==> config.mk <==
export PLATFORM = sky130hd
export DESIGN_NAME = decoder_n_seq_flat
export DESIGN_NICKNAME = d
export VERILOG_FILES = /design/src/rtl/decoder_pkg.sv /design/src/rtl/decoder_n_seq_if.sv /design/src/rtl/decoder_n_df.sv /design/src/rtl/decoder_n_seq.sv /design/src/flat_wrapper.sv
export SDC_FILE = /design/constraint.sdc
export NUM_CORES = 1
export LEC_CHECK = 0
export BUFFER_PORTS_ARGS = -buffer_cell sky130_fd_sc_hd__buf_4
export CAP_MARGIN = 20
export CORE_MARGIN = 2
export CORE_UTILIZATION = 51
export DETAILED_ROUTE_END_ITERATION = 7
export PLACE_DENSITY = 0.81
export SKIP_LAST_GASP = 1
export SYNTH_ARGS = -nofsm -noshare
export SYNTH_HDL_FRONTEND = slang
export SYNTH_SLANG_ARGS = --single-unit
==> constraint.sdc <==
create_clock -name clk -period 2.7 [get_ports clk]
set_input_delay 0.54 -clock clk [delete_from_list [all_inputs] [get_ports clk]]
set_output_delay 0.54 -clock clk [all_outputs]
set_load 0.01 [all_outputs]
==> src/rtl/decoder_pkg.sv <==
// Shared state encodings and mode constants for the sequenced N-to-2**N decoder.
package decoder_pkg;

    typedef enum logic [1:0] {
        ST_IDLE   = 2'd0,
        ST_DIRECT = 2'd1,
        ST_SCAN   = 2'd2
    } state_t;

    localparam logic MODE_DIRECT = 1'b0;
    localparam logic MODE_SCAN   = 1'b1;

endpackage

==> src/rtl/decoder_n_seq_if.sv <==
// Control inputs and registered channel-select outputs of decoder_n_seq.
interface decoder_n_seq_if #(
    parameter int N = 2
);
    logic              en;
    logic              mode;
    logic [N-1:0]      sel;
    logic [2**N-1:0]   mask;
    logic [2**N-1:0]   y;
    logic [N-1:0]      idx;
    logic              valid;
    logic              wrap;

    modport master (
        output en, mode, sel, mask,
        input  y, idx, valid, wrap
    );

    modport slave (
        input  en, mode, sel, mask,
        output y, idx, valid, wrap
    );
endinterface

==> src/rtl/decoder_n_df.sv <==
// Combinational N-to-2**N one-hot decoder with enable; all-zero when disabled.
module decoder_n_df #(
    parameter int N = 2
) (
    input  logic              en,
    input  logic [N-1:0]      a,
    output logic [2**N-1:0]   y
);

    // NOTE: defaulting every always_comb output first keeps the block free of inferred latches.
    always_comb begin
        y = '0;
        if (en) begin
            y[a] = 1'b1;
        end
    end

endmodule

==> src/rtl/decoder_n_seq.sv <==
// Sequenced channel decoder: direct decode of sel, or timed scan over the set bits of mask.
module decoder_n_seq
    import decoder_pkg::*;
#(
    parameter int N     = 2,
    parameter int DWELL = 4
) (
    input  logic             clk,
    input  logic             rst_n,
    decoder_n_seq_if.slave   bus
);

    localparam int              W    = 2**N;
    localparam int              CW   = $clog2(DWELL + 1);
    localparam logic [CW-1:0]   LAST = CW'(DWELL - 1);

    // Next set bit of m strictly above cur, wrapping around; cur = all-ones yields the lowest set bit.
    function automatic logic [N-1:0] next_channel(input logic [W-1:0] m, input logic [N-1:0] cur);
        logic [N-1:0] j;
        logic         found;
        next_channel = cur;
        found        = 1'b0;
        for (int k = 1; k <= W; k++) begin
            j = cur + N'(k);
            if (!found && m[j]) begin
                next_channel = j;
                found        = 1'b1;
            end
        end
    endfunction

    state_t          state_q, state_d;
    logic [N-1:0]    idx_q, idx_d, nxt;
    logic [CW-1:0]   cnt_q, cnt_d;
    logic [W-1:0]    y_q, y_d;
    logic            valid_q, valid_d;
    logic            wrap_q, wrap_d;

    // NOTE: sequential state uses non-blocking assignments so every register samples pre-edge values.
    always_ff @(posedge clk or negedge rst_n) begin
        if (!rst_n) begin
            state_q <= ST_IDLE;
            idx_q   <= '0;
            cnt_q   <= '0;
            y_q     <= '0;
            valid_q <= 1'b0;
            wrap_q  <= 1'b0;
        end else begin
            state_q <= state_d;
            idx_q   <= idx_d;
            cnt_q   <= cnt_d;
            y_q     <= y_d;
            valid_q <= valid_d;
            wrap_q  <= wrap_d;
        end
    end

    always_comb begin
        state_d = ST_IDLE;
        if (bus.en) begin
            if (bus.mode == MODE_DIRECT) begin
                state_d = ST_DIRECT;
            end else if (|bus.mask) begin
                state_d = ST_SCAN;
            end
        end
    end

    always_comb begin
        idx_d   = idx_q;
        cnt_d   = '0;
        valid_d = 1'b0;
        wrap_d  = 1'b0;
        nxt     = next_channel(bus.mask, idx_q);
        unique case (state_d)
            ST_DIRECT: begin
                idx_d   = bus.sel;
                valid_d = 1'b1;
            end
            ST_SCAN: begin
                valid_d = 1'b1;
                if (state_q != ST_SCAN) begin
                    idx_d = next_channel(bus.mask, '1);
                end else if (!bus.mask[idx_q] || cnt_q == LAST) begin
                    // A dropped mask bit abandons the current channel immediately.
                    idx_d  = nxt;
                    wrap_d = (nxt <= idx_q);
                end else begin
                    cnt_d = cnt_q + 1'b1;
                end
            end
            default: ;
        endcase
    end

    decoder_n_df #(
        .N (N)
    ) u_dec (
        .en (valid_d),
        .a  (idx_d),
        .y  (y_d)
    );

    assign bus.y     = y_q;
    assign bus.idx   = idx_q;
    assign bus.valid = valid_q;
    assign bus.wrap  = wrap_q;

endmodule

==> src/flat_wrapper.sv <==
// flat-port wrapper written by rule: the top's interface ports become plain ports
module decoder_n_seq_flat import decoder_pkg::*;
#(
    parameter int N     = 2,
    parameter int DWELL = 4
)
  (clk, rst_n, bus_en, bus_mode, bus_sel, bus_mask, bus_y, bus_idx, bus_valid, bus_wrap);
  decoder_n_seq_if #(.N(N)) bus_i ();
  input  logic clk;
  input  logic rst_n;
  input wire logic [$bits(bus_i.en)-1:0] bus_en;
  input wire logic [$bits(bus_i.mode)-1:0] bus_mode;
  input wire logic [$bits(bus_i.sel)-1:0] bus_sel;
  input wire logic [$bits(bus_i.mask)-1:0] bus_mask;
  output wire logic [$bits(bus_i.y)-1:0] bus_y;
  output wire logic [$bits(bus_i.idx)-1:0] bus_idx;
  output wire logic [$bits(bus_i.valid)-1:0] bus_valid;
  output wire logic [$bits(bus_i.wrap)-1:0] bus_wrap;
  assign bus_i.en = bus_en;
  assign bus_i.mode = bus_mode;
  assign bus_i.sel = bus_sel;
  assign bus_i.mask = bus_mask;
  assign bus_y = bus_i.y;
  assign bus_idx = bus_i.idx;
  assign bus_valid = bus_i.valid;
  assign bus_wrap = bus_i.wrap;
  decoder_n_seq #(.N(N), .DWELL(DWELL)) u_core (.clk(clk), .rst_n(rst_n), .bus(bus_i));
endmodule
======== Yosys cells after proc, flatten, opt, wreduce, memory -nomap -nowiden ========
Cells that the tools add are included.
storage, ports and cells
  register bits after elaboration ......... 13
  input bits .............................. 10
  output and inout port bits .............. 8
  logic and storage cells ................. 82
operators by class
  add/sub/neg operators ................... 4
  order comparisons ....................... 7
  eq/ne operators ......................... 4
  mux-type cells .......................... 44
  reductions and logical operators ........ 17
operators with widths
  operator                                                                count
  2-bit two-way mux                                                       13
  1-bit two-way mux                                                       21
  2-bit by 3-bit < comparator with 1-bit output (second input constant)   5
  3-bit two-way mux                                                       3
  1-bit binary-select mux with 2-bit select                               4
  1-bit logical AND                                                       7
  1-bit logical NOT                                                       7
  2-bit adder (second input constant)                                     2
  4-bit two-way mux                                                       1
  2-bit case mux with 2 select lines                                      1
  4-bit OR reduction                                                      1
  3-bit by 1-bit adder with 3-bit output (second input constant)          1
  3-bit by 2-bit equality test with 1-bit output (second input constant)  1
  2-bit by 1-bit adder with 2-bit output (second input constant)          1
  1-bit demux with 2-bit select                                           1
  2-bit by 1-bit equality test with 1-bit output (second input constant)  1
  2-bit equality test (second input constant)                             1
  2-bit by 1-bit >= comparator with 1-bit output (second input constant)  1
  2-bit less-or-equal comparator                                          1
  2-bit inequality test (second input constant)                           1
  2-bit OR reduction                                                      1
  1-bit logical OR                                                        1

======== Logic depth before layout (Yosys ltp) ========
  depth after elaboration ................. 26
  depth in mapped cells ................... 8
  gate-level depth less buffers ........... 8

======== Cells and area by module ========
A second synthesis with hierarchy kept.
unflattened totals
  cells, all modules ...................... 72
  area, all modules ....................... 745.7 um^2
modules (own cells, without submodules)
  module         instances  cells an instance  area an instance (um^2)  sequential area each (um^2)
  decoder_n_seq  1          68                 708.2                    325.3
  decoder_n_df   1          4                  37.5                     0.0

======== Worst setup path before layout ========
No wires, ideal clock.
  kind .................................... input to register
  start ................................... input bus_mask[2]
  end ..................................... register u_core.idx_q[1], in the netlist u_core.bus.idx[1]
  library setup time ...................... 125 ps
  arrival time ............................ 2038 ps
  required time ........................... 2575 ps
  slack ................................... 538 ps
  cell stages on the path ................. 7
  buffers on the path ..................... 0
  cell sequence ........................... or2_2 -> or3_1 -> nand3_1 -> inv_1 -> ha_1 -> inv_1 -> mux2_2
between the ends
  elaborated cells on any way between the ends .. 40
  classes of those cells .................. eq/ne (2); mux (26); reduce/logical (12)
RTL lines
  what                                                                                          RTL line             source
  start: declaration                                                                            flat_wrapper.sv:14   input wire logic [$bits(bus_i.mask)-1:0] bus_mask;
  4-bit OR reduction (*)                                                                        decoder_n_seq.sv:63  end else if (|bus.mask) begin
  2-bit two-way mux (*)                                                                         decoder_n_seq.sv:63
  2-bit two-way mux (*)                                                                         decoder_n_seq.sv:61  if (bus.mode == MODE_DIRECT) begin
  2-bit two-way mux (*)                                                                         decoder_n_seq.sv:60  if (bus.en) begin
  net u_core.state_d[1]                                                                         decoder_n_seq.sv:32  state_t state_q, state_d;
  2-bit equality test / 2-bit by 1-bit equality test with 1-bit output (equally long branches)  decoder_n_seq.sv:75  unique case (state_d)
  2-bit case mux with 2 select lines (*)                                                        decoder_n_seq.sv:75
  net u_core.idx_d[1]                                                                           decoder_n_seq.sv:33  logic [N-1:0] idx_q, idx_d, nxt;
  end signal: assignment                                                                        decoder_n_seq.sv:50  idx_q <= idx_d;
  end: declaration                                                                              decoder_n_seq.sv:33
The timed path passes the listed nets; every way through them passes the cells marked *. The select of a mux whose other input is x is not followed.

======== Worst setup path after layout ========
Same ends and word-level chain as after synthesis.

==> qor.csv <==
metric,value,unit
maxCapViolations,0,
synth_warnings,0,
grt_max_degree,14,
synth_async_sr_flop_share,100,%
finalHoldViolCount,0,
cts.sinks,13,
leakage,0.487,nW
first_pass_iters,4,
grt_pass1_wl,2600,microns
synth_area,776,sq um
yosysMostFrequentCell,dfrtp_1,
cts_root_buf,clkbuf_4,
dp_hpwl,1180,microns
synth_cell_types,30,
syn_inst,78,
netlist_top_cells_area,"dfrtp_1, ha_1, a21oi_1",
postCtsHoldBufs,0,
clock_latency,0.29,ns
p_per_area,503,mW/mm^2
worstSetupStartpoint,bus_mask[2],
fin_nets,116,
post_cts.repair.setup_buffers,0,
initial_utilization,52.7,%
status,"complete, no violations",
areaGrowthSynthToFinish,22.6,%
seq_area,325,sq um
fin_crit,2.12,ns
crit-reg2reg-launch,u_core.cnt_q[0],
antennaDiodeCount,0,
layout-drive-gt1-share,30.3,%
crit_fanout,5,
setup_viol,0,
max_freq,472,MHz
synth_area_leader_cell,dfrtp_1,
multi_input_comb_area,428,sq um
drc,0,
numCtsBuffers,3,
startpoint_type,input port,
htree_levels,1,
cts_buffer_depth,2,
via_per_inst,5.69,
n_fill_cell,139,
dieArea,0.00185,sq mm
rrSetupSlack,0.61,ns
die_w,43,microns
dr_total_vias,654,
drt-wirelength-per-cell,13.4,microns
crit_type,in -> reg,
antenna_found_initial,0,
worstReg2RegEnd,u_core.bus.idx[0],
peakVddDrop,0.000305,V
ys_ff_latch,13,
period_share,78.5,%
io_buffers,17,
ios,18,
grt_pass1_vias,615,
netlist.area_leader.share,41.9,%
synth_edf_count,0,
worstHoldPathType,in -> async,
cts.repair.resized,0,
reg2regPathDepth,7,
num_rows,14,
drtAntennaViolNets,0,
clkTransAtPathRegs,0.08,ns
cts_tree,built,
slew_headroom,74.9,%
drt_wl_total,1540,microns
rsz0062_at_grt,false,
seq_area_frac_synth,41.9,%
syn-num-nets,94,
cp.arrival,2.30,ns
synth_commonest_cells,"dfrtp_1, nor2_1, a21oi_1, ha_1, inv_1",
fin_skew,0.00175,ns
end_kind,register,
first_iter_violations,10,
holdWs,0.0717,ns
overflow,0,
setup_tns,0,ns
worst_pin_slew,0.377,ns
syn_avg_cell_area,9.95,sq um
core-area,0.00147,sq mm
grt_usage,19.5,%
crit_path_end,u_core.bus.idx[1],
die_h,43,microns
cp.required,2.88,ns
synth-main-ff-cell,dfrtp_1,
slew_viol_final,0,
gp_congestion,0.802,
how the worst min path moves through the flow:
stage | depth (start not counted) | endpoint | slack [ns]
after detailed placement | 1 | u_core.cnt_q[0] | 0.39
final | 1 | u_core.cnt_q[2] | 0.07
after global routing | 1 | u_core.cnt_q[0] | 0.07
after CTS | 1 | u_core.cnt_q[0] | 0.07
after floorplan | 0 | u_core.bus.idx[0] | 0.24
after global placement | 1 | u_core.cnt_q[0] | 0.39
area by class of cell:
type                    count  share of cell area [%]
multi-input cells          59                    45.0
flip-flops and latches     13                    34.2
repair buffers             17                    13.4
clock buffers               3                    2.37
inverters                   6                    2.37
well taps                  16                    2.11
clock inverters             1                   0.526
layer usage:
metal / share of wire [%] / up-vias / routed length (microns) / GRT usage, %
met5: 0 / - / 0 / 0
met4: 2.7 / 0 / 42 / 10.9
met3: 3.5 / 5 / 54 / 3.83
met2: 51 / 15 / 791 / 31.8
met1: 42 / 316 / 651 / 24.0
li1: - / 318 / - / -
kinds of logic (layout without fill, tap and decap cells):
logic type / count (synthesis) / count (layout) / synth area share [%]
simple gates: 32 / 32 / 23.2
compound gates: 17 / 17 / 16.1
mux: 4 / 4 / 6.13
buf+inv: 6 / 27 / 2.90
flops: 13 / 13 / 41.9
fa+ha+maj: 6 / 6 / 9.68
through the flow:
step	power (W)	utilization [%]	instances	area, sq um	worst slack [ns]
after floorplan	0.000305	-	78	776	0.538
final	0.000478	64.6	115	951	0.580
after detailed placement	0.000356	62.8	111	923	0.294
after CTS	0.000485	64.6	115	951	0.604
after global placement	0.000351	62.8	111	923	0.356
after global routing	0.000511	64.6	115	951	0.503
report_power, final:
part / switching [W] / internal [W] / total [W]
combinational: 0.0000668 / 0.0000646 / 0.000131
sequential: 0.0000144 / 0.000205 / 0.000220
clock: 0.0000721 / 0.0000552 / 0.000127
total: 0.000153 / 0.000325 / 0.000478
flip-flops by register name, indices dropped and copies added, names as in the netlist:
name	flops
u_core.bus.wrap	1
u_core.bus.valid	1
u_core.bus.y	4
u_core.bus.idx	2
u_core.cnt_q	3
u_core.state_q	2
placed cells by master (no fill, tap or decap), types with 2 or more instances in the layout:
| master | n |
|---|---|
| buf_4 | 17 |
| dfrtp_1 | 13 |
| nor2_1 | 8 |
| inv_1 | 6 |
| a21oi_1 | 6 |
| ha_1 | 6 |
| nand2b_1 | 4 |
| nand2_1 | 4 |
| nor2b_1 | 4 |
| o21ai_0 | 3 |
| clkbuf_4 | 3 |
| mux2_2 | 2 |
| nor3_1 | 2 |
| and3_1 | 2 |
critical path, stage by stage:
cell,delay (ns)
buf_4,0.12
or2_2,0.29
or3_1,0.31
nand3_1,0.11
inv_1,0.06
ha_1,0.32
inv_1,0.19
mux2_2,0.36
(Power assumes the default switching activity.)
